`config.mk`:
```
export PLATFORM = sky130hd
export DESIGN_NAME = ex_alu_stage
export DESIGN_NICKNAME = d
export VERILOG_FILES = /design/src/rtl/alu_pkg.sv /design/src/rtl/alu_shift_iter.sv /design/src/rtl/ex_alu_stage.sv
export SDC_FILE = /design/constraint.sdc
export NUM_CORES = 1
export LEC_CHECK = 0
export ABC_CLOCK_PERIOD_IN_PS = 3500
export CORE_ASPECT_RATIO = 0.7
export CORE_MARGIN = 1.5
export CORE_UTILIZATION = 35
export DETAILED_ROUTE_END_ITERATION = 7
export PLACE_DENSITY = 0.6
export SLEW_MARGIN = 20
export SYNTH_ARGS = -nofsm -noshare
export SYNTH_HDL_FRONTEND = slang
export SYNTH_SLANG_ARGS = --single-unit
```
`constraint.sdc`:
```
create_clock -name clk -period 3.5 [get_ports clk]
set_input_delay 0.7 -clock clk [delete_from_list [all_inputs] [get_ports clk]]
set_output_delay 0.7 -clock clk [all_outputs]
set_load 0.005 [all_outputs]
```
`src/rtl/alu_pkg.sv`:
```
// rtl/alu_pkg.sv - ALU control codes and FSM state encoding for the EX stage
//
// Purpose : Shared constants for ex_alu_stage and its iterative shifter.
// Contents: ALU_* 4-bit control codes, alu_state_e FSM encoding, is_shift_op helper.

package alu_pkg;

  localparam logic [3:0] ALU_AND = 4'b0000;
  localparam logic [3:0] ALU_OR  = 4'b0001;
  localparam logic [3:0] ALU_ADD = 4'b0010;
  localparam logic [3:0] ALU_SLL = 4'b0011;
  localparam logic [3:0] ALU_SRL = 4'b0100;
  localparam logic [3:0] ALU_SUB = 4'b0110;
  localparam logic [3:0] ALU_XOR = 4'b1100;

  typedef enum logic {
    ST_IDLE = 1'b0,
    ST_BUSY = 1'b1
  } alu_state_e;

  function automatic logic is_shift_op(input logic [3:0] ctl);
    return (ctl == ALU_SLL) || (ctl == ALU_SRL);
  endfunction

endpackage

```
`src/rtl/alu_shift_iter.sv`:
```
// rtl/alu_shift_iter.sv - iterative shifter, up to SHIFT_STEP bit positions per cycle
//
// Purpose : Holds the shift register and remaining count for a multi-cycle shift.
// Ports   : clk, rst_n   clock / async active-low reset
//           start_i      load data_i/amt_i/right_i (amount must be non-zero)
//           abort_i      drop an in-progress shift (wins over start_i)
//           right_i      1 = logical right shift, 0 = left shift
//           data_i       value to shift
//           amt_i        total shift amount
//           done_o       this is the last shifting cycle; data_o holds the final value
//           data_o       value after this cycle's partial shift

module alu_shift_iter #(
  parameter int XLEN       = 32,
  parameter int SHIFT_STEP = 4
) (
  input  logic                     clk,
  input  logic                     rst_n,
  input  logic                     start_i,
  input  logic                     abort_i,
  input  logic                     right_i,
  input  logic [XLEN-1:0]          data_i,
  input  logic [$clog2(XLEN)-1:0]  amt_i,
  output logic                     done_o,
  output logic [XLEN-1:0]          data_o
);

  localparam int SHW = $clog2(XLEN);
  // One extra bit so a step of XLEN positions is representable.
  localparam logic [SHW:0] STEP = (SHW+1)'(SHIFT_STEP);

  logic [XLEN-1:0] shreg_q;
  logic [SHW-1:0]  rem_q;
  logic            right_q;
  logic            busy_q;

  logic [SHW:0]    rem_ext;
  logic [SHW:0]    step_amt;
  logic [SHW:0]    rem_d;

  assign rem_ext  = {1'b0, rem_q};
  // Final step moves only what is left.
  assign step_amt = (rem_ext < STEP) ? rem_ext : STEP;
  assign rem_d    = rem_ext - step_amt;
  assign data_o   = right_q ? (shreg_q >> step_amt) : (shreg_q << step_amt);
  assign done_o   = busy_q && (rem_ext <= STEP);

  always_ff @(posedge clk or negedge rst_n) begin
    if (!rst_n) begin
      shreg_q <= '0;
      rem_q   <= '0;
      right_q <= 1'b0;
      busy_q  <= 1'b0;
    end else if (abort_i) begin
      busy_q  <= 1'b0;
    end else if (start_i) begin
      shreg_q <= data_i;
      rem_q   <= amt_i;
      right_q <= right_i;
      busy_q  <= (amt_i != '0);
    end else if (busy_q) begin
      shreg_q <= data_o;
      rem_q   <= rem_d[SHW-1:0];
      if (done_o) begin
        busy_q <= 1'b0;
      end
    end
  end

endmodule

```
`src/rtl/ex_alu_stage.sv`:
```
// rtl/ex_alu_stage.sv - RISC-V EX-stage ALU with valid/ready handshake and iterative shifts
//
// Purpose : Computes add/sub/and/or/xor in one cycle and sll/srl iteratively, registering
//           result, zero flag, error flag and rd tag into the EX/MEM boundary.
// Ports   : clk, rst_n            clock / async active-low reset
//           flush                 pipeline flush, highest priority
//           in_valid/in_ready     ID/EX handshake; aluctl, op_a, op_b, in_rd
//           out_valid/out_ready   EX/MEM handshake; result, zero, out_rd, err
//           ovf                   signed add/sub overflow (only with ALU_OVF_FLAG_EN)
// Config  : ALU_OVF_FLAG_EN adds the ovf port and its overflow logic.

module ex_alu_stage
  import alu_pkg::*;
#(
  parameter int XLEN       = 32,
  parameter int SHIFT_STEP = 4
) (
  input  logic            clk,
  input  logic            rst_n,
  input  logic            flush,
  input  logic            in_valid,
  output logic            in_ready,
  input  logic [3:0]      aluctl,
  input  logic [XLEN-1:0] op_a,
  input  logic [XLEN-1:0] op_b,
  input  logic [4:0]      in_rd,
  output logic            out_valid,
  input  logic            out_ready,
  output logic [XLEN-1:0] result,
  output logic            zero,
  output logic [4:0]      out_rd,
  output logic            err
`ifdef ALU_OVF_FLAG_EN
  ,
  output logic            ovf
`endif
);

  localparam int SHW = $clog2(XLEN);

  alu_state_e      state_q, state_d;
  logic            out_valid_q, out_valid_d;
  logic [XLEN-1:0] result_q, result_d;
  logic            zero_q, zero_d;
  logic            err_q, err_d;
  logic [4:0]      out_rd_q, out_rd_d;
  logic [4:0]      rd_pend_q, rd_pend_d;

  logic            accept;
  logic            handoff;
  logic            shift_start;
  logic            shift_done;
  logic [XLEN-1:0] shift_res;
  logic [SHW-1:0]  shamt;
  logic [XLEN-1:0] sum;
  logic [XLEN-1:0] diff;
  logic [XLEN-1:0] alu_res;
  logic            alu_err;

  assign in_ready    = !flush && (state_q == ST_IDLE) && (!out_valid_q || out_ready);
  assign accept      = in_valid && in_ready;
  assign handoff     = out_valid_q && out_ready;
  assign shamt       = op_b[SHW-1:0];
  // A zero-amount shift completes in the single-cycle path.
  assign shift_start = accept && is_shift_op(aluctl) && (shamt != '0);

  assign sum  = op_a + op_b;
  assign diff = op_a - op_b;

  always_comb begin
    alu_res = '0;
    alu_err = 1'b0;
    case (aluctl)
      ALU_ADD: alu_res = sum;
      ALU_SUB: alu_res = diff;
      ALU_AND: alu_res = op_a & op_b;
      ALU_OR:  alu_res = op_a | op_b;
      ALU_XOR: alu_res = op_a ^ op_b;
      ALU_SLL,
      ALU_SRL: alu_res = op_a;
      default: alu_err = 1'b1;
    endcase
  end

  alu_shift_iter #(
    .XLEN       (XLEN),
    .SHIFT_STEP (SHIFT_STEP)
  ) u_shift (
    .clk     (clk),
    .rst_n   (rst_n),
    .start_i (shift_start),
    .abort_i (flush),
    .right_i (aluctl == ALU_SRL),
    .data_i  (op_a),
    .amt_i   (shamt),
    .done_o  (shift_done),
    .data_o  (shift_res)
  );

  always_comb begin
    state_d     = state_q;
    out_valid_d = out_valid_q;
    result_d    = result_q;
    zero_d      = zero_q;
    err_d       = err_q;
    out_rd_d    = out_rd_q;
    rd_pend_d   = rd_pend_q;
    if (flush) begin
      // result/out_rd are left stale; only validity and the FSM are cleared.
      state_d     = ST_IDLE;
      out_valid_d = 1'b0;
    end else begin
      case (state_q)
        ST_IDLE: begin
          if (handoff) begin
            out_valid_d = 1'b0;
          end
          if (accept) begin
            if (shift_start) begin
              state_d   = ST_BUSY;
              rd_pend_d = in_rd;
            end else begin
              out_valid_d = 1'b1;
              result_d    = alu_res;
              zero_d      = (alu_res == '0);
              err_d       = alu_err;
              out_rd_d    = in_rd;
            end
          end
        end
        ST_BUSY: begin
          if (shift_done) begin
            state_d     = ST_IDLE;
            out_valid_d = 1'b1;
            result_d    = shift_res;
            zero_d      = (shift_res == '0);
            err_d       = 1'b0;
            out_rd_d    = rd_pend_q;
          end
        end
        default: state_d = ST_IDLE;
      endcase
    end
  end

  always_ff @(posedge clk or negedge rst_n) begin
    if (!rst_n) begin
      state_q     <= ST_IDLE;
      out_valid_q <= 1'b0;
      result_q    <= '0;
      zero_q      <= 1'b0;
      err_q       <= 1'b0;
      out_rd_q    <= '0;
      rd_pend_q   <= '0;
    end else begin
      state_q     <= state_d;
      out_valid_q <= out_valid_d;
      result_q    <= result_d;
      zero_q      <= zero_d;
      err_q       <= err_d;
      out_rd_q    <= out_rd_d;
      rd_pend_q   <= rd_pend_d;
    end
  end

  assign out_valid = out_valid_q;
  assign result    = result_q;
  assign zero      = zero_q;
  assign err       = err_q;
  assign out_rd    = out_rd_q;

`ifdef ALU_OVF_FLAG_EN
  logic ovf_q, ovf_d, alu_ovf;

  // Signed overflow: operands' signs make the true result unrepresentable.
  always_comb begin
    alu_ovf = 1'b0;
    if (aluctl == ALU_ADD) begin
      alu_ovf = (op_a[XLEN-1] == op_b[XLEN-1]) && (sum[XLEN-1] != op_a[XLEN-1]);
    end else if (aluctl == ALU_SUB) begin
      alu_ovf = (op_a[XLEN-1] != op_b[XLEN-1]) && (diff[XLEN-1] != op_a[XLEN-1]);
    end
  end

  always_comb begin
    ovf_d = ovf_q;
    if (flush) begin
      ovf_d = 1'b0;
    end else if (accept && !shift_start) begin
      ovf_d = alu_ovf;
    end else if ((state_q == ST_BUSY) && shift_done) begin
      ovf_d = 1'b0;
    end
  end

  always_ff @(posedge clk or negedge rst_n) begin
    if (!rst_n) begin
      ovf_q <= 1'b0;
    end else begin
      ovf_q <= ovf_d;
    end
  end

  assign ovf = ovf_q;
`endif

endmodule

```
==> Yosys cells after proc, flatten, opt, wreduce, memory -nomap -nowiden <==
Index checks and enable logic that the tools add are counted.
{ "op_classes": {"magnitude_cmp": 2, "n_eq_ne": 10, "n_mux": 38, "n_addsub": 3, "n_reduce_logical": 22, "n_bitwise": 5, "shift": 2} }
{ "ops": {"columns": ["operator", "count"], "rows": [
  ["$mux W32", 6],
  ["$pmux W32 S6", 1],
  ["$logic_not A32 Y1", 2],
  ["$pmux W32 S2", 1],
  ["$add A32 B32 Y32", 1],
  ["$and A32 B32 Y32", 1],
  ["$or A32 B32 Y32", 1],
  ["$shl A32 B6 Y32", 1],
  ["$shr A32 B6 Y32", 1],
  ["$sub A32 B32 Y32", 1],
  ["$xor A32 B32 Y32", 1],
  ["$mux W5", 6],
  ["$mux W1", 19],
  ["$pmux W5 S2", 1],
  ["$eq A4 B2 Y1 const B", 2],
  ["$eq A4 B3 Y1 const B", 2],
  ["$pmux W1 S2", 4],
  ["$reduce_and A4 Y1", 2],
  ["$logic_and A1 B1 Y1", 7],
  ["$reduce_or A7 Y1", 1],
  ["$le A5 B3 Y1 const B", 1],
  ["$lt A5 B3 Y1 const B", 1],
  ["$reduce_bool A5 Y1", 1],
  ["$sub A5 B5 Y5", 1],
  ["12 further kinds", 17]
]} }
{ "word_totals": {"input_bits": 78, "regBits": 85, "output_inout_bits": 41, "elab_cells": 93} }

==> Depth between registers and ports, before layout <==
{ "depth": {"word_depth": 10, "ltp_mapped": 21, "mapped_depth_nobuf": 19} }

==> Hierarchy <==
From an unflattened synthesis, not the netlist that was laid out.
{ "hier_totals": {"cells_unflattened": 1424, "area_unflattened_um2": 11159.5} }
{ "modules_own_cells": {"columns": ["mod", "seq_area_each_um2", "area_per_inst_um2", "cells_each", "n_inst"], "rows": [
  ["ex_alu_stage", 1151.1, 6855.3, 898, 1],
  ["alu_shift_iter", 975.9, 4304.1, 526, 1]
]} }

==> Worst setup path after synthesis <==
OpenSTA, ideal clock, no wires.
{ "synth_path": {"path_kind": "input to register", "start": "in aluctl[0]", "end": "reg zero_q, in the netlist zero", "arrival_ps": 5012, "setup_ps": 103, "path_stages": 21, "n_path_buf": 6, "required_ps": 3397, "setup_slack_ps": -1615, "cell_sequence": "buf_2 or3b_2 buf_2 clkbuf_1 clkbuf_1 nor2_1 clkbuf_1 nor2_1 xnor2_1 ha_1 buf_2 nand4_1 nor3_1 nor2_1 o31ai_4 nor4_1 a311o_1 or3_1 nor4_1 nand3_1 o41ai_2"} }
{ "synth_between": {"elab_chain_len": 7, "word_cells_on_any_way": 18, "cone_classes": "eq/ne: 7; mux: 4; reduce/logical: 7"} }
{ "synth_lines": {"columns": ["element", "line_no", "rtl"], "rows": [
  ["start, declared", "ex_alu_stage.sv:23", "input logic [3:0] aluctl,"],
  ["$eq A4 B2 Y1 or $eq A4 B3 Y1 (tied branches)", "alu_pkg.sv:22, ex_alu_stage.sv:73", null],
  ["$reduce_or A2 Y1", "ex_alu_stage.sv:73", "case (aluctl)"],
  ["$pmux W32 S6", "ex_alu_stage.sv:73", null],
  ["$logic_not A32 Y1", "ex_alu_stage.sv:125", "zero_d = (alu_res == '0);"],
  ["$mux W1", "ex_alu_stage.sv:119", "if (shift_start) begin"],
  ["$mux W1", "ex_alu_stage.sv:118", "if (accept) begin"],
  ["$pmux W1 S2", "ex_alu_stage.sv:113", "case (state_q)"],
  ["end signal, assigned", "ex_alu_stage.sv:159", "zero_q <= zero_d;"],
  ["end, declared", "ex_alu_stage.sv:44", "logic zero_q, zero_d;"]
]} }
Several ways; a longest one is shown, not always the timed one. The select of a mux whose other input is x is not followed.
A chain may end at the register's enable or synchronous reset.

==> Worst setup path in the final report <==
{ "layout_path": {"start": "in op_b[7]", "end": "reg zero_q, in the netlist zero"} }
{ "layout_between": {"elab_chain_len": 6, "word_cells_on_any_way": 10, "cone_classes": "add/sub: 2; mux: 4; bitwise: 3; reduce/logical: 1"} }
{ "layout_lines": {"columns": ["element", "line_no", "rtl"], "rows": [
  ["start, declared", "ex_alu_stage.sv:25", "input logic [XLEN-1:0] op_b,"],
  ["$sub A32 B32 Y32, or another cell as far along", "ex_alu_stage.sv:68", "assign diff = op_a - op_b;"],
  ["$pmux W32 S6 (*)", "ex_alu_stage.sv:73", null],
  ["$logic_not A32 Y1 (*)", "ex_alu_stage.sv:125", null],
  ["$mux W1 (*)", "ex_alu_stage.sv:119", null],
  ["$mux W1 (*)", "ex_alu_stage.sv:118", null],
  ["$pmux W1 S2 (*)", "ex_alu_stage.sv:113", null]
]} }
Mark *: on every way between the ends. The rest lies on a longest branch, timed or not. The select of a mux whose other input is x is not followed.

==> results.ini <==
[floorplan]
start_util_pct = 35.8
std_cell_rows = 54
ios = 119
die_area_sq_um = 33200
die_w_microns = 217
core_area_sq_um = 31400
die_h_microns = 153

[pwr]
p_seq_share_pct = 24.9
cellInternalPower_mw = 4.16
vdd_drop_max_v = 0.000359
p_leak_nw = 7.42
p_switching_mw = 3.80
switching_share_pct = 47.8
p_comb_share_pct = 61.8
power.share.clock_pct = 13.3
powerDensity_nw_per_um2 = 478

[clock_network]
numCtsBuffers = 9
clock_sink_count = 85
clock_latency_ps = 370
cts_buffer_depth = 2
holdBufCountCts = 0
htree_levels = 3
cts_tree = done
clock_tree.root_cell = clkbuf_16
clk_pin_slew_ps = 70

[finish]
seq_area_sq_um = 2130
fillers = 2958
final_util_pct = 53.1
area_delta_synth_final_pct = 48.4
multiInputGateArea_sq_um = 9280
drive_gt1_share_pct = 32.1
diodes = 0
nets = 2050

[yosys]
yosys.area_share.simple_pct = 20.2
synthDominantCellAreaShare_pct = 18.9
synthAdderAreaFrac_pct = 11.1
synthTopCellsByArea = dfrtp_1, ha_1, nand2_1, a21oi_1, mux2i_1
yosysUniqueCellTypes = 91
synth-compound-area-share_pct = 28.1
synthArstFlopShare_pct = 100
yosysWarningCount = 0
synth.cell_area_sq_um = 11200
synth_nets = 1689
synthXorXnorAreaFrac_pct = 3.51
synth_seq_area_share_pct = 18.9
synth_edf_count = 0
ys_seq_elements = 85
synthCells = 1512
yosysTopAreaCell = dfrtp_1
synth_area_per_cell_sq_um = 7.43
synth_ff_type = dfrtp_1
synth_top_family_by_area = compound AO/OA/AOI/OAI gates
synth_mux_area_share_pct = 10.4

[drt]
vias_per_cell = 5.86
drc = 0
dr_total_vias = 13500
drtIter0Drc = 1509
routed_wl_microns = 48100
ant_nets = 0
first_pass_iters = 6
wire_per_inst_microns = 20.9

[sta]
setup_viol = 23
fin_ws_ps = -1000
slew-limit-headroom_pct = 33.6
hold_slack_ps = 378
worst_pin_slew_ps = 986
skew_ps = 8.64
fmax_ghz = 0.222
tns_ps = -12450
rsz0062_at_grt = true
period_share_pct = 129
finalWorstPathRequiredPeriod_ps = 4500
slew_viol_final = 0
final_hold_viol_count = 0

[outcome]
run_status = finished with violations
violations = setup timing

[placement]
gp_congestion = 0.956
port_buffers = 118
hpwl_microns = 36600

[worst_setup_path]
reg2reg_depth = 11
crit_path_start_kind = input pin
worst-setup-path-type = in -> reg
slowest_stage = a211oi_4
cp_max_fo = 4
reg2reg_from = u_shift.rem_q[3]$_DFFE_PN0P_
reg2reg_slack_ps = 180
slowest_delay_ps = 430
path_cells = buf_6 > or3_4 > or3_4 > buf_6 > o31ai_4 > buf_4 > xnor2_2 > ha_1 > nand4_1 > nor2_1 > o211ai_1 > a211oi_4 > a31oi_4 > o21ai_2 > xor2_2 > a2111oi_0 > nand3_1 > o41ai_2
required_ps = 3770
arrival_ps = 4770
regToRegEndpoint = zero$_DFFE_PN0P_
worst_setup_path_end_kind = flop

[grt]
grt_pass1_vias = 12700
grt_use_total_pct = 28.4
grt_max_degree = 56
use_met3_pct = 5.33
overflow = 0
use_met2_pct = 41.4
met1_usage_pct = 42.5
grt_pass1_wl_microns = 74100
antenna_found_initial = 0
grt_most_used_layer = met1

[run]
max_cap_viol_count = 0

[min_path]
hold_class = in -> async

-- area by class of cell --
| type | instances | area share, % |
|---|---|---|
| clock buffer | 9 | 1.35 |
| multi-input combinational | 1208 | 55.7 |
| tap | 420 | 3.15 |
| sequential | 85 | 12.8 |
| timing repair buffer | 481 | 24.5 |
| inverter | 88 | 1.98 |
| clock inverter | 7 | 0.548 |
-- layout by cell type (no fill, tap or decap), drive strengths merged, types with 13 or more instances in the layout --
| master | n |
|---|---|
| nand4 | 17 |
| dfrtp | 85 |
| xnor2 | 34 |
| o211ai | 18 |
| a221oi | 14 |
| nand2 | 189 |
| a22oi | 15 |
| nor2b | 14 |
| mux2 | 13 |
| clkdlybuf4s50 | 98 |
| a21oi | 132 |
| o31ai | 13 |
| a21o | 13 |
| a31oi | 30 |
| nor2 | 131 |
| mux2i | 59 |
| nor3 | 26 |
| buf | 372 |
| inv | 92 |
| nand3 | 38 |
| nor4 | 16 |
| ha | 98 |
| a211oi | 41 |
| mux4 | 19 |
| o21ai | 106 |
-- Yosys cell counts (all sizes together) (15+ instances only) --
library cell,n
mux4,19
xnor2,34
nor4,16
a22oi,15
nor3,26
nor2,131
a211oi,41
a31oi,30
nand2,189
a21oi,132
ha,98
inv,88
o21ai,106
clkbuf,91
nand4,17
mux2i,59
o211ai,18
buf,40
dfrtp,85
nand3,38
-- power by group through the flow --
stage / Sequential [mW] / Clock (mW) / Combinational (mW)
global placement: 1.95 / 0 / 4.44
detailed placement: 1.95 / 0 / 4.50
floorplan: 1.52 / 0 / 3.03
global route: 2.03 / 1.12 / 5.31
finish: 1.98 / 1.05 / 4.92
CTS: 1.94 / 1.08 / 4.70
-- how the worst max path moves through the flow --
stage | depth (start not counted) | from | slack, ps | endpoint
5_1_grt | 19 | op_b[7] | -1210 | zero$_DFFE_PN0P_
4_1_cts | 17 | op_b[7] | -950 | zero$_DFFE_PN0P_
6_report | 18 | op_b[7] | -1000 | zero$_DFFE_PN0P_
3_5_place_dp | 18 | op_b[6] | -1840 | zero$_DFFE_PN0P_
3_3_place_gp | 18 | op_b[6] | -1800 | zero$_DFFE_PN0P_
2_1_floorplan | 21 | aluctl[0] | -940 | zero$_DFFE_PN0P_
-- repair_timing --
item	CTS	global route
setup buffers	28	15
resized for setup	188	79
setup endpoints to repair	30	25
pin swaps	72	48
-- stage by stage --
stage / area [sq um] / power [mW] / setup WS (ps) / std cells
6_report: 16700 / 7.96 / -1000 / 2298
5_1_grt: 16700 / 8.46 / -1210 / 2298
4_1_cts: 16200 / 7.73 / -951 / 2286
3_5_place_dp: 15100 / 6.46 / -1840 / 2247
3_3_place_gp: 15100 / 6.39 / -1800 / 2247
2_1_floorplan: 11500 / 4.55 / -944 / 1512
-- critical path: cells and delay by family --
kind	cells	cell delay, ps
buffers and inverters	3	380
AOI/OAI and AO/OA	7	1790
xor gates and xnor gates	2	160
adders and majority gates	1	350
and+or+nand+nor	5	1370
-- layer usage --
| metal | vias up | routed length, microns |
|---|---|---|
| met5 | - | 0 |
| met4 | 0 | 1260 |
| met3 | 86 | 4170 |
| met2 | 648 | 20300 |
| met1 | 6484 | 22300 |
| li1 | 6252 | - |
-- registers in the layout, summed over array words and instances, names as in the netlist --
register,flops
result,32
u_shift.shreg_q,32
out_rd,5
rd_pend_q,5
u_shift.rem_q,5
err,1
out_valid,1
state_q,1
u_shift.busy_q,1
u_shift.right_q,1
zero,1
-- logic make-up (layout without fill, tap and decap cells) --
logic type / count (synthesis) / after routing
buffers and inverters: 219 / 585
xor gates and xnor gates: 45 / 45
AOI/OAI and AO/OA: 480 / 480
adders and majority gates: 99 / 99
and+or+nand+nor: 492 / 492
muxes: 91 / 91
DFF: 85 / 85
other: 1 / 1
Power figures use the tool's default switching activity.
